**src/rtl/axi_noc_wr_arbiter_pkg.sv**
```systemverilog
// Shared AXI NOC write-arbiter types and constants.
// Used by the arbiter, its interface and the read path.
package axi_noc_pkg;

   localparam int AXI_ID_W = 4;
   localparam int NOC_ID_W = 6;
   localparam int NUM_M    = 4;
   localparam int ADDR_W   = 32;
   localparam int DATA_W   = 32;
   localparam int STRB_W   = 4;
   localparam int LEN_W    = 4;

   typedef enum logic [1:0] {
      ST_IDLE = 2'd0,
      ST_ADDR = 2'd1,
      ST_DATA = 2'd2
   } wr_arb_state_e;

   typedef struct packed {
      logic [AXI_ID_W-1:0] id;
      logic [ADDR_W-1:0]   addr;
      logic [LEN_W-1:0]    len;
      logic [2:0]          size;
      logic [1:0]          burst;
   } aw_payload_t;

   function automatic logic [1:0] ptr_inc(input logic [1:0] p);
      return p + 2'd1;
   endfunction

endpackage

```
**src/rtl/axi_noc_wr_arbiter_if.sv**
```systemverilog
// Write-path bundle between four masters, the arbiter and one slave.
// slave: arbiter view; master: environment view.
interface axi_noc_wr_arbiter_if;
   import axi_noc_pkg::*;

   logic [NUM_M-1:0]                m_awvalid;
   logic [NUM_M-1:0]                m_awready;
   logic [NUM_M-1:0][AXI_ID_W-1:0]  m_awid;
   logic [NUM_M-1:0][ADDR_W-1:0]    m_awaddr;
   logic [NUM_M-1:0][LEN_W-1:0]     m_awlen;
   logic [NUM_M-1:0][2:0]           m_awsize;
   logic [NUM_M-1:0][1:0]           m_awburst;
   logic [NUM_M-1:0]                m_wvalid;
   logic [NUM_M-1:0]                m_wlast;
   logic [NUM_M-1:0][DATA_W-1:0]    m_wdata;
   logic [NUM_M-1:0][STRB_W-1:0]    m_wstrb;
   logic [NUM_M-1:0]                m_wready;
   logic [NUM_M-1:0]                m_bvalid;
   logic [NOC_ID_W-1:0]             m_bid;
   logic [1:0]                      m_bresp;
   logic [NUM_M-1:0]                m_bready;

   logic                            s_awvalid;
   logic [NOC_ID_W-1:0]             s_awid;
   logic [ADDR_W-1:0]               s_awaddr;
   logic [LEN_W-1:0]                s_awlen;
   logic [2:0]                      s_awsize;
   logic [1:0]                      s_awburst;
   logic                            s_awready;
   logic                            s_wvalid;
   logic                            s_wlast;
   logic [DATA_W-1:0]               s_wdata;
   logic [STRB_W-1:0]               s_wstrb;
   logic                            s_wready;
   logic                            s_bvalid;
   logic [NOC_ID_W-1:0]             s_bid;
   logic [1:0]                      s_bresp;
   logic                            s_bready;

   modport slave (
      input  m_awvalid, m_awid, m_awaddr, m_awlen, m_awsize, m_awburst,
      input  m_wvalid, m_wlast, m_wdata, m_wstrb, m_bready,
      output m_awready, m_wready, m_bvalid, m_bid, m_bresp,
      output s_awvalid, s_awid, s_awaddr, s_awlen, s_awsize, s_awburst,
      output s_wvalid, s_wlast, s_wdata, s_wstrb, s_bready,
      input  s_awready, s_wready, s_bvalid, s_bid, s_bresp
   );

   modport master (
      output m_awvalid, m_awid, m_awaddr, m_awlen, m_awsize, m_awburst,
      output m_wvalid, m_wlast, m_wdata, m_wstrb, m_bready,
      input  m_awready, m_wready, m_bvalid, m_bid, m_bresp,
      input  s_awvalid, s_awid, s_awaddr, s_awlen, s_awsize, s_awburst,
      input  s_wvalid, s_wlast, s_wdata, s_wstrb, s_bready,
      output s_awready, s_wready, s_bvalid, s_bid, s_bresp
   );

endinterface

```
**src/rtl/axi_noc_wr_arbiter_rr_arbiter4.sv**
```systemverilog
// Four-way round-robin pick starting at ptr, wrapping 3->0.
// Pure combinational; shared with the read path.
module rr_arbiter4 (
   input  logic [3:0] req,
   input  logic [1:0] ptr,
   output logic [1:0] gnt_idx,
   output logic       gnt_vld
);

   logic       found;
   logic [1:0] cand;

   // first requester at or after ptr
   always_comb begin
      gnt_vld = |req;
      gnt_idx = ptr;
      found   = 1'b0;
      cand    = ptr;
      for (int i = 0; i < 4; i++) begin
         cand = ptr + 2'(i);
         if (!found && req[cand]) begin
            gnt_idx = cand;
            found   = 1'b1;
         end
      end
   end

endmodule

```
**src/rtl/axi_noc_wr_arbiter.sv**
```systemverilog
// Write-path arbiter sharing one NOC slave port among four masters.
// AW round-robin, W locked until wlast, B routed by ID prefix.
module axi_noc_wr_arbiter #(
   parameter int NUM_M     = 4,
   parameter int MAX_OUTST = 8
) (
   input  logic                 clk,
   input  logic                 rst,
   axi_noc_wr_arbiter_if.slave  bus
);
   import axi_noc_pkg::*;

   wr_arb_state_e    state;
   wr_arb_state_e    state_nxt;
   logic [1:0]       rr_ptr;
   logic [1:0]       grant_idx;
   logic [3:0]       outst;
   aw_payload_t      aw_q;
   aw_payload_t      aw_in;

   logic [NUM_M-1:0] req;
   logic [1:0]       gnt_idx;
   logic             gnt_vld;
   logic             can_grant;
   logic             grant_en;
   logic             aw_hs;
   logic             b_hs;
   logic [1:0]       bsel;

   logic [NUM_M-1:0] awready_c;
   logic [NUM_M-1:0] wready_c;
   logic [NUM_M-1:0] bvalid_c;
   logic             awvalid_c;
   logic             wvalid_c;
   logic             wlast_c;
   logic [31:0]      wdata_c;
   logic [3:0]       wstrb_c;

   assign req       = bus.m_awvalid;
   assign can_grant = (outst < 4'(MAX_OUTST));

   rr_arbiter4 u_rr (
      .req     (req),
      .ptr     (rr_ptr),
      .gnt_idx (gnt_idx),
      .gnt_vld (gnt_vld)
   );

   assign aw_in.id    = bus.m_awid[gnt_idx];
   assign aw_in.addr  = bus.m_awaddr[gnt_idx];
   assign aw_in.len   = bus.m_awlen[gnt_idx];
   assign aw_in.size  = bus.m_awsize[gnt_idx];
   assign aw_in.burst = bus.m_awburst[gnt_idx];

   // next state and per-state channel steering
   always_comb begin
      state_nxt = state;
      grant_en  = 1'b0;
      awready_c = '0;
      awvalid_c = 1'b0;
      wready_c  = '0;
      wvalid_c  = 1'b0;
      wlast_c   = 1'b0;
      wdata_c   = '0;
      wstrb_c   = '0;
      unique case (state)
         ST_IDLE: begin
            if (gnt_vld && can_grant) begin
               grant_en           = 1'b1;
               awready_c[gnt_idx] = 1'b1;
               state_nxt          = ST_ADDR;
            end
         end
         ST_ADDR: begin
            awvalid_c = 1'b1;
            if (bus.s_awready) state_nxt = ST_DATA;
         end
         ST_DATA: begin
            wvalid_c            = bus.m_wvalid[grant_idx];
            wlast_c             = bus.m_wlast[grant_idx];
            wdata_c             = bus.m_wdata[grant_idx];
            wstrb_c             = bus.m_wstrb[grant_idx];
            wready_c[grant_idx] = bus.s_wready;
            if (wvalid_c && bus.s_wready && wlast_c) state_nxt = ST_IDLE;
         end
         default: state_nxt = ST_IDLE;
      endcase
   end

   assign aw_hs = (state == ST_ADDR) && bus.s_awready;

   assign bus.m_awready = awready_c;
   assign bus.s_awvalid = awvalid_c;
   assign bus.s_awid    = {grant_idx, aw_q.id};
   assign bus.s_awaddr  = aw_q.addr;
   assign bus.s_awlen   = aw_q.len;
   assign bus.s_awsize  = aw_q.size;
   assign bus.s_awburst = aw_q.burst;
   assign bus.s_wvalid  = wvalid_c;
   assign bus.s_wlast   = wlast_c;
   assign bus.s_wdata   = wdata_c;
   assign bus.s_wstrb   = wstrb_c;
   assign bus.m_wready  = wready_c;

   // B routing by the ID prefix, independent of the FSM
   always_comb begin
      bsel           = bus.s_bid[5:4];
      bvalid_c       = '0;
      bvalid_c[bsel] = bus.s_bvalid;
   end

   assign bus.m_bvalid = bvalid_c;
   assign bus.s_bready = bus.m_bready[bsel];
   assign bus.m_bid    = bus.s_bid;
   assign bus.m_bresp  = bus.s_bresp;
   assign b_hs         = bus.s_bvalid && bus.s_bready;

   // FSM state, grant latch and round-robin pointer
   always_ff @(posedge clk) begin
      if (rst) begin
         state     <= ST_IDLE;
         rr_ptr    <= 2'd0;
         grant_idx <= 2'd0;
         aw_q      <= '0;
      end else begin
         state <= state_nxt;
         if (grant_en) begin
            grant_idx <= gnt_idx;
            aw_q      <= aw_in;
         end
         if (aw_hs) rr_ptr <= ptr_inc(grant_idx);
      end
   end

   // outstanding writes: +1 on AW, -1 on B, floor at zero
   always_ff @(posedge clk) begin
      if (rst) begin
         outst <= 4'd0;
      end else begin
         unique case ({aw_hs, b_hs})
            2'b10:   outst <= outst + 4'd1;
            2'b01:   outst <= (outst != 4'd0) ? outst - 4'd1 : 4'd0;
            default: outst <= outst;
         endcase
      end
   end

endmodule

```
**src/flat_wrapper.sv**
```systemverilog
// flat-port wrapper written by rule: the top's interface ports become plain ports
module axi_noc_wr_arbiter_flat import axi_noc_pkg::*;
#(
   parameter int NUM_M     = 4,
   parameter int MAX_OUTST = 8
)
  (clk, rst, bus_m_awvalid, bus_m_awid, bus_m_awaddr, bus_m_awlen, bus_m_awsize, bus_m_awburst, bus_m_wvalid, bus_m_wlast, bus_m_wdata, bus_m_wstrb, bus_m_bready, bus_m_awready, bus_m_wready, bus_m_bvalid, bus_m_bid, bus_m_bresp, bus_s_awvalid, bus_s_awid, bus_s_awaddr, bus_s_awlen, bus_s_awsize, bus_s_awburst, bus_s_wvalid, bus_s_wlast, bus_s_wdata, bus_s_wstrb, bus_s_bready, bus_s_awready, bus_s_wready, bus_s_bvalid, bus_s_bid, bus_s_bresp);
  axi_noc_wr_arbiter_if bus_i ();
  input  logic clk;
  input  logic rst;
  input wire logic [$bits(bus_i.m_awvalid)-1:0] bus_m_awvalid;
  input wire logic [$bits(bus_i.m_awid)-1:0] bus_m_awid;
  input wire logic [$bits(bus_i.m_awaddr)-1:0] bus_m_awaddr;
  input wire logic [$bits(bus_i.m_awlen)-1:0] bus_m_awlen;
  input wire logic [$bits(bus_i.m_awsize)-1:0] bus_m_awsize;
  input wire logic [$bits(bus_i.m_awburst)-1:0] bus_m_awburst;
  input wire logic [$bits(bus_i.m_wvalid)-1:0] bus_m_wvalid;
  input wire logic [$bits(bus_i.m_wlast)-1:0] bus_m_wlast;
  input wire logic [$bits(bus_i.m_wdata)-1:0] bus_m_wdata;
  input wire logic [$bits(bus_i.m_wstrb)-1:0] bus_m_wstrb;
  input wire logic [$bits(bus_i.m_bready)-1:0] bus_m_bready;
  output wire logic [$bits(bus_i.m_awready)-1:0] bus_m_awready;
  output wire logic [$bits(bus_i.m_wready)-1:0] bus_m_wready;
  output wire logic [$bits(bus_i.m_bvalid)-1:0] bus_m_bvalid;
  output wire logic [$bits(bus_i.m_bid)-1:0] bus_m_bid;
  output wire logic [$bits(bus_i.m_bresp)-1:0] bus_m_bresp;
  output wire logic [$bits(bus_i.s_awvalid)-1:0] bus_s_awvalid;
  output wire logic [$bits(bus_i.s_awid)-1:0] bus_s_awid;
  output wire logic [$bits(bus_i.s_awaddr)-1:0] bus_s_awaddr;
  output wire logic [$bits(bus_i.s_awlen)-1:0] bus_s_awlen;
  output wire logic [$bits(bus_i.s_awsize)-1:0] bus_s_awsize;
  output wire logic [$bits(bus_i.s_awburst)-1:0] bus_s_awburst;
  output wire logic [$bits(bus_i.s_wvalid)-1:0] bus_s_wvalid;
  output wire logic [$bits(bus_i.s_wlast)-1:0] bus_s_wlast;
  output wire logic [$bits(bus_i.s_wdata)-1:0] bus_s_wdata;
  output wire logic [$bits(bus_i.s_wstrb)-1:0] bus_s_wstrb;
  output wire logic [$bits(bus_i.s_bready)-1:0] bus_s_bready;
  input wire logic [$bits(bus_i.s_awready)-1:0] bus_s_awready;
  input wire logic [$bits(bus_i.s_wready)-1:0] bus_s_wready;
  input wire logic [$bits(bus_i.s_bvalid)-1:0] bus_s_bvalid;
  input wire logic [$bits(bus_i.s_bid)-1:0] bus_s_bid;
  input wire logic [$bits(bus_i.s_bresp)-1:0] bus_s_bresp;
  assign bus_i.m_awvalid = bus_m_awvalid;
  assign bus_i.m_awid = bus_m_awid;
  assign bus_i.m_awaddr = bus_m_awaddr;
  assign bus_i.m_awlen = bus_m_awlen;
  assign bus_i.m_awsize = bus_m_awsize;
  assign bus_i.m_awburst = bus_m_awburst;
  assign bus_i.m_wvalid = bus_m_wvalid;
  assign bus_i.m_wlast = bus_m_wlast;
  assign bus_i.m_wdata = bus_m_wdata;
  assign bus_i.m_wstrb = bus_m_wstrb;
  assign bus_i.m_bready = bus_m_bready;
  assign bus_m_awready = bus_i.m_awready;
  assign bus_m_wready = bus_i.m_wready;
  assign bus_m_bvalid = bus_i.m_bvalid;
  assign bus_m_bid = bus_i.m_bid;
  assign bus_m_bresp = bus_i.m_bresp;
  assign bus_s_awvalid = bus_i.s_awvalid;
  assign bus_s_awid = bus_i.s_awid;
  assign bus_s_awaddr = bus_i.s_awaddr;
  assign bus_s_awlen = bus_i.s_awlen;
  assign bus_s_awsize = bus_i.s_awsize;
  assign bus_s_awburst = bus_i.s_awburst;
  assign bus_s_wvalid = bus_i.s_wvalid;
  assign bus_s_wlast = bus_i.s_wlast;
  assign bus_s_wdata = bus_i.s_wdata;
  assign bus_s_wstrb = bus_i.s_wstrb;
  assign bus_s_bready = bus_i.s_bready;
  assign bus_i.s_awready = bus_s_awready;
  assign bus_i.s_wready = bus_s_wready;
  assign bus_i.s_bvalid = bus_s_bvalid;
  assign bus_i.s_bid = bus_s_bid;
  assign bus_i.s_bresp = bus_s_bresp;
  axi_noc_wr_arbiter #(.NUM_M(NUM_M), .MAX_OUTST(MAX_OUTST)) u_core (.clk(clk), .rst(rst), .bus(bus_i));
endmodule
```
**config.mk**
```make
export PLATFORM = sky130hd
export DESIGN_NAME = axi_noc_wr_arbiter_flat
export DESIGN_NICKNAME = d
export VERILOG_FILES = /design/src/rtl/axi_noc_wr_arbiter_pkg.sv /design/src/rtl/axi_noc_wr_arbiter_if.sv /design/src/rtl/axi_noc_wr_arbiter_rr_arbiter4.sv /design/src/rtl/axi_noc_wr_arbiter.sv /design/src/flat_wrapper.sv
export SDC_FILE = /design/constraint.sdc
export NUM_CORES = 1
export LEC_CHECK = 0
export ABC_CLOCK_PERIOD_IN_PS = 2500
export BUFFER_PORTS_ARGS = -buffer_cell sky130_fd_sc_hd__buf_2
export CORE_AREA = 5 5 176 178
export CTS_BUF_LIST = sky130_fd_sc_hd__clkbuf_4 sky130_fd_sc_hd__clkbuf_8 sky130_fd_sc_hd__clkbuf_16
export CTS_CLUSTER_DIAMETER = 30
export DETAILED_ROUTE_END_ITERATION = 8
export DIE_AREA = 0 0 181 183
export PLACE_DENSITY = 0.54
export SLEW_MARGIN = 10
export SYNTH_ARGS = -nofsm -noshare
export SYNTH_HDL_FRONTEND = slang
export SYNTH_SLANG_ARGS = --single-unit
```
**constraint.sdc**
```tcl
create_clock -name clk -period 2.5 [get_ports clk]
set_input_delay 0.125 -clock clk [delete_from_list [all_inputs] [get_ports clk]]
set_output_delay 0.125 -clock clk [all_outputs]
set_load 0.005 [all_outputs]
```
Word-level counts from Yosys, hierarchy flattened:

Index checks and enable logic that the tools add are counted.

* $add $sub $neg: 6
* magnitude comparators: 11
* reductions and logical operators: 19
* bitwise logic cells: 2
* muxes and demuxes: 56
* equality and inequality tests: 7

Operator list (count)
* binary-select mux 32 bit (select 2 bit): 2
* two-way mux 32 bit: 3
* two-way mux 4 bit: 8
* binary-select mux 4 bit (select 2 bit): 3
* less-than comparator 2 x 3 -> 1 bit (second input constant): 7
* two-way mux 1 bit: 18
* binary-select mux 1 bit (select 2 bit): 7
* two-way mux 2 bit: 7
* logical AND 1 bit: 11
* bitwise AND 4 bit: 2
* one-hot mux 4 bit (2 select lines): 1
* binary-select mux 3 bit (select 2 bit): 1
* demux 1 bit (select 2 bit): 3
* greater-or-equal comparator 2 x 1 -> 1 bit (second input constant): 3
* one-hot mux 2 bit (3 select lines): 1
* adder 2 x 1 -> 2 bit (second input constant): 2
* adder 2 bit (second input constant): 2
* adder 4 x 1 -> 4 bit (second input constant): 1
* binary-select mux 2 bit (select 2 bit): 1
* equality test 2 x 1 -> 1 bit (second input constant): 2
* equality test 2 bit (second input constant): 2
* less-than comparator 4 bit (second input constant): 1
* != test 2 x 1 -> 1 bit (second input constant): 2
* nonzero test 4 bit: 1
* 8 further kinds: 10

* logic and storage cells: 110
* output and inout port bits: 107
* bits in registers: 55
* input port bits: 353

Longest topological paths before layout:

* word-level depth: 18
* gate-level depth with buffers: 8
* mapped depth without buffers: 7

Cells and area by module:

From an unflattened synthesis, not the netlist that was laid out.

* cell total of the unflattened synthesis: 447
* area total of the unflattened synthesis: 4601.9 um^2

By module, submodules not included
* axi_noc_wr_arbiter: cells each 431, area an instance 4505.6 um^2, times used 1, seq. area each 1101.1 um^2
* rr_arbiter4: cells each 16, area an instance 96.3 um^2, times used 1, seq. area each 0.0 um^2

Worst setup path before layout:

OpenSTA, ideal clock, no wires.

* path type: flip-flop to flip-flop
* start: register u_core.state[1]
* end: register u_core.outst[3]
* cell stages (with the launch flop): 8
* setup slack: 0.691 ns
* path buffers: 0
* library setup time: 0.128 ns
* data required time: 2.372 ns
* arrival time: 1.682 ns
* period minus slack after synthesis: 1.809 ns
* path through: dfxtp_1 > nor2b_1 > nand2_1 > ha_1 > or4b_1 > a21o_1 > a22oi_1 > nor2_1

* word-level cells in the longest chain between the ends: 4
* elaborated cells between the ends (all ways): 6
* classes of those cells: eq/ne (3); mux (1); reduce/logical (2)

Ends and longest elaborated chain
* start, declared: RTL line axi_noc_wr_arbiter.sv:13 `wr_arb_state_e state;`
* start signal, assigned: RTL line axi_noc_wr_arbiter.sv:126 `state <= state_nxt;`
* equality test 2 x 1 -> 1 bit (*): RTL line axi_noc_wr_arbiter.sv:90 `assign aw_hs = (state == ST_ADDR) && bus.s_awready;`
* logical AND 1 bit (*): RTL line axi_noc_wr_arbiter.sv:90
* equality test 2 x 1 -> 1 bit / equality test 2 bit (equally long branches): RTL line axi_noc_wr_arbiter.sv:140 `unique case ({aw_hs, b_hs})`
* one-hot mux 4 bit (2 select lines) / nonzero test 2 bit (equally long branches)
* end signal, assigned: RTL line axi_noc_wr_arbiter.sv:141 `2'b10: outst <= outst + 4'd1;`
* end signal, assigned: RTL line axi_noc_wr_arbiter.sv:142 `2'b01: outst <= (outst != 4'd0) ? outst - 4'd1 : 4'd0;`
* end signal, assigned: RTL line axi_noc_wr_arbiter.sv:143 `default: outst <= outst;`
* end, declared: RTL line axi_noc_wr_arbiter.sv:17 `logic [3:0] outst;`

Every way passes the cells marked *; elsewhere a longest branch is shown, timed or not.
A chain may end at the register's enable or synchronous reset.

Worst setup path in the final report:

* start: register u_core.grant_idx[0]
* end: output bus_s_wdata[25]

* word-level cells in the longest chain between the ends: 3

Ends and longest elaborated chain
* start, declared: RTL line axi_noc_wr_arbiter.sv:16 `logic [1:0] grant_idx;`
* start signal, assigned: RTL line axi_noc_wr_arbiter.sv:128 `grant_idx <= gnt_idx;`
* binary-select mux 32 bit (select 2 bit): RTL line axi_noc_wr_arbiter.sv:81 `wdata_c = bus.m_wdata[grant_idx];`
* two-way mux 32 bit (implied by the code): RTL line axi_noc_wr_arbiter.sv:81
* two-way mux 32 bit: RTL line axi_noc_wr_arbiter.sv:66 `unique case (state)`
* end, declared: RTL line flat_wrapper.sv:35 `output wire logic [$bits(bus_i.s_wdata)-1:0] bus_s_wdata;`

No other way between the ends. The select of a mux whose other input is x is not followed.

==> results.yml <==
setup_path:
  crit_buf_inv: 2
  path_cells: "buf_12 -> mux4_2 -> and2_1 -> buf_2"
  startpoint_type: "flip-flop"
  slowest_delay_ps: 640
  arrival_ps: 1950
  cp_slowest_cell: "mux4_2"
  cp.required_ps: 2380
  critical-path-top-delay-family: "multiplexers"
  worstPathMaxFanout: 44
  worstReg2RegStart: "u_core.state[1]$_SDFFE_PP0P_"
  cp-startpoint: "u_core.grant_idx[0]$_SDFFE_PP0P_"
  endpoint_kind: "output port"
  critPathKind: "flip-flop to output port"
global_routing:
  grt.overflow.total: 0
  antenna_found_initial: 1
  grt_max_degree: 53
  grt_pass1_vias: 5615
  grt_usage_pct: 12.4
  grt_pass1_wl_um: 32100
yosys:
  synth.distinct_cells: 47
  synth_area_leader_cell: "dfxtp_1"
  synth_area_leaders: "dfxtp_1, mux2i_1, mux4_2"
  synth-seq-cells: 55
  synth-edff-count: 0
  netlist.area_leader.share_pct: 23.8
  synthCells: 447
  ys_warn_count: 0
  synth_seq_area_share_pct: 23.8
  synthFlopType: "dfxtp_1"
  syn_avg_cell_area_um2: 10.3
  synth_nets: 807
  synthArstFlopShare_pct: 0
  synth_area_um2: 4620
hold_path:
  holdCritStartpoint: "bus_s_awready"
  min_path_type: "input port to flip-flop"
sta:
  tightest_slew_ps: 533
  hold_viol: 0
  finalSetupTns_ps: 0
  slew_viol_final: 0
  slew_headroom_pct: 64.4
  fin_crit_sh_pct: 82.9
  max_freq_mhz: 483
  rsz0062_at_grt: "no"
  setup_viol: 0
  min_period_ps: 2070
  hold-worst-slack_ps: 113
  fin_skew_ps: 5.96
power:
  pwr-share-comb_pct: 41.9
  switching_power_uw: 1070
  cell_internal_pwr_uw: 2140
  p_clk_share_pct: 24.4
  leakage_uw: 0.00358
  power_density_nw_per_um2: 441
  swShare_pct: 33.4
  peakVddDrop_mv: 0.212
  pwr-share-seq_pct: 33.7
floorplanning:
  rows: 63
  die_area_um2: 33100
  die_width_um: 181
  initial_core_util_pct: 15.8
  coreArea_um2: 29200
  pin_count: 460
  chipHeight_um: 183
run:
  drv_cap: 0
final_layout:
  area_growth_pct: 57.9
  final_layout_size_suffix_gt1_share_pct: 59.4
  n_antenna_cell: 0
  nets: 1222
drt:
  drtAntennaViolNets: 0
  drtIter0Drc: 168
  drtPass1Iterations: 5
  via_count: 5263
  drc: 0
  wl_per_cell_um: 17.7
  via_per_inst: 4.20
  wl_um: 22100
clocking:
  numCtsBuffers: 5
  root_buffer: "clkbuf_16"
  post-cts-setup-buffers: 0
  clk_latency_ps: 300
  cts_num_sinks: 55
  clk_pin_slew_ps: 80
  ctsHoldBuffers: 0
  htreeDepth: 2
  cts_tree: "done"
  cts_resized: 0
  clockBufferDepth: 2
placement:
  port_buffers: 447
  hpwl_um: 18600
  gp_congestion: 0.896
outcome:
  status: "finished, final reports clean"
==> cells by family (layout without fill, tap and decap cells) <==
group,count (synthesis),count (layout),synth area share [%]
AOI/OAI and AO/OA,71,71,12.5
buffers and inverters,51,467,8.23
DFF,55,55,23.8
muxes,129,129,38.5
and+or+nand+nor,134,134,15.1
adders and majority gates,7,7,1.90
==> metrics by stage <==
stage | power [uW] | area [um2] | utilization, % | worst slack, ps | instances
after detailed placement | 2480 | 7140 | 24.4 | 493 | 1245
after global placement | 2460 | 7140 | 24.4 | 478 | 1245
after floorplan | 1880 | 4620 | - | 691 | 447
final | 3210 | 7300 | 25.0 | 428 | 1253
after global routing | 3460 | 7300 | 25.0 | 212 | 1253
after CTS | 3320 | 7300 | 25.0 | 359 | 1253
==> path summary, 6_finish.rpt <==
check                                         to  slack [ps]  cells after the start
min                u_core.rr_ptr[1]$_SDFFE_PP0P_         110                      3
max reg2reg         u_core.outst[3]$_SDFFE_PP0P_         490                      7
min reg2reg  u_core.bus.s_awaddr[2]$_SDFFE_PP0P_         460                      2
max                              bus_s_wdata[25]         430                      4
==> routing by layer <==
layer,GRT usage (%),routed length (um),up-vias
li1,-,-,2535
met1,12.9,7830,2431
met2,24.1,11900,274
met3,3.95,2060,23
met4,2.70,367,0
met5,0,0,-
==> synthesized netlist by cell type, types with 2 or more instances <==
cell type  number
clkbuf_1       14
dfxtp_1        55
buf_4           8
a21oi_1         9
o221ai_1       45
buf_1           3
inv_1           4
and3b_1         2
and3_1          6
a211oi_1        3
nand2_1        54
buf_12          6
ha_1            7
nand2b_1        2
o21ai_0         3
mux4_2         39
nor2_1         12
buf_2          10
and2_1         39
nand3_1         2
nor2b_1         7
buf_6           2
mux2i_1        90
clkbuf_4        2
==> cells in the final DEF, fill, tap and decap left out, types with 7 or more instances in the layout <==
cell type    n
a21oi_1      9
ha_1         7
mux2i_1     90
buf_12       7
o221ai_1    45
mux4_2      39
and2_1      39
buf_2      447
nor2_1      12
dfxtp_1     53
nand2_1     53
==> worst reg2reg max path, cell delays in order (launching register included) <==
cell     delay, ps
dfxtp_1        430
nor2b_1        100
nand2_1        170
ha_1           330
or4b_1         490
a21o_1         190
a22oi_1        130
nor2_1          50
==> power by group through the flow <==
stage / sequential, uW / combinational [uW] / clock [uW]
2_1_floorplan: 1110 / 768 / 0
3_3_place_gp: 1100 / 1360 / 0
3_5_place_dp: 1100 / 1380 / 0
4_1_cts: 1080 / 1380 / 855
5_1_grt: 1100 / 1490 / 868
6_report: 1080 / 1350 / 785
==> flip-flops by register name, summed over array words and instances, names as in the netlist <==
register and count:
u_core.grant_idx 2, u_core.outst 4, u_core.bus.s_awsize 3, u_core.bus.s_awlen 4, u_core.bus.s_awid 4, u_core.state 2, u_core.bus.s_awburst 2, u_core.rr_ptr 2
u_core.bus.s_awaddr 32
==> area by class of cell <==
cell class / instances / area [um2]
clock buffer: 7 / 146
clock inverter: 1 / 8.76
multi-input combinational: 341 / 3150
fill: 3222 / 21900
sequential: 55 / 1100
timing repair buffer: 455 / 2380
tap: 390 / 488
inverter: 4 / 15.0
Note: power is estimated with default switching activity, not from simulation.
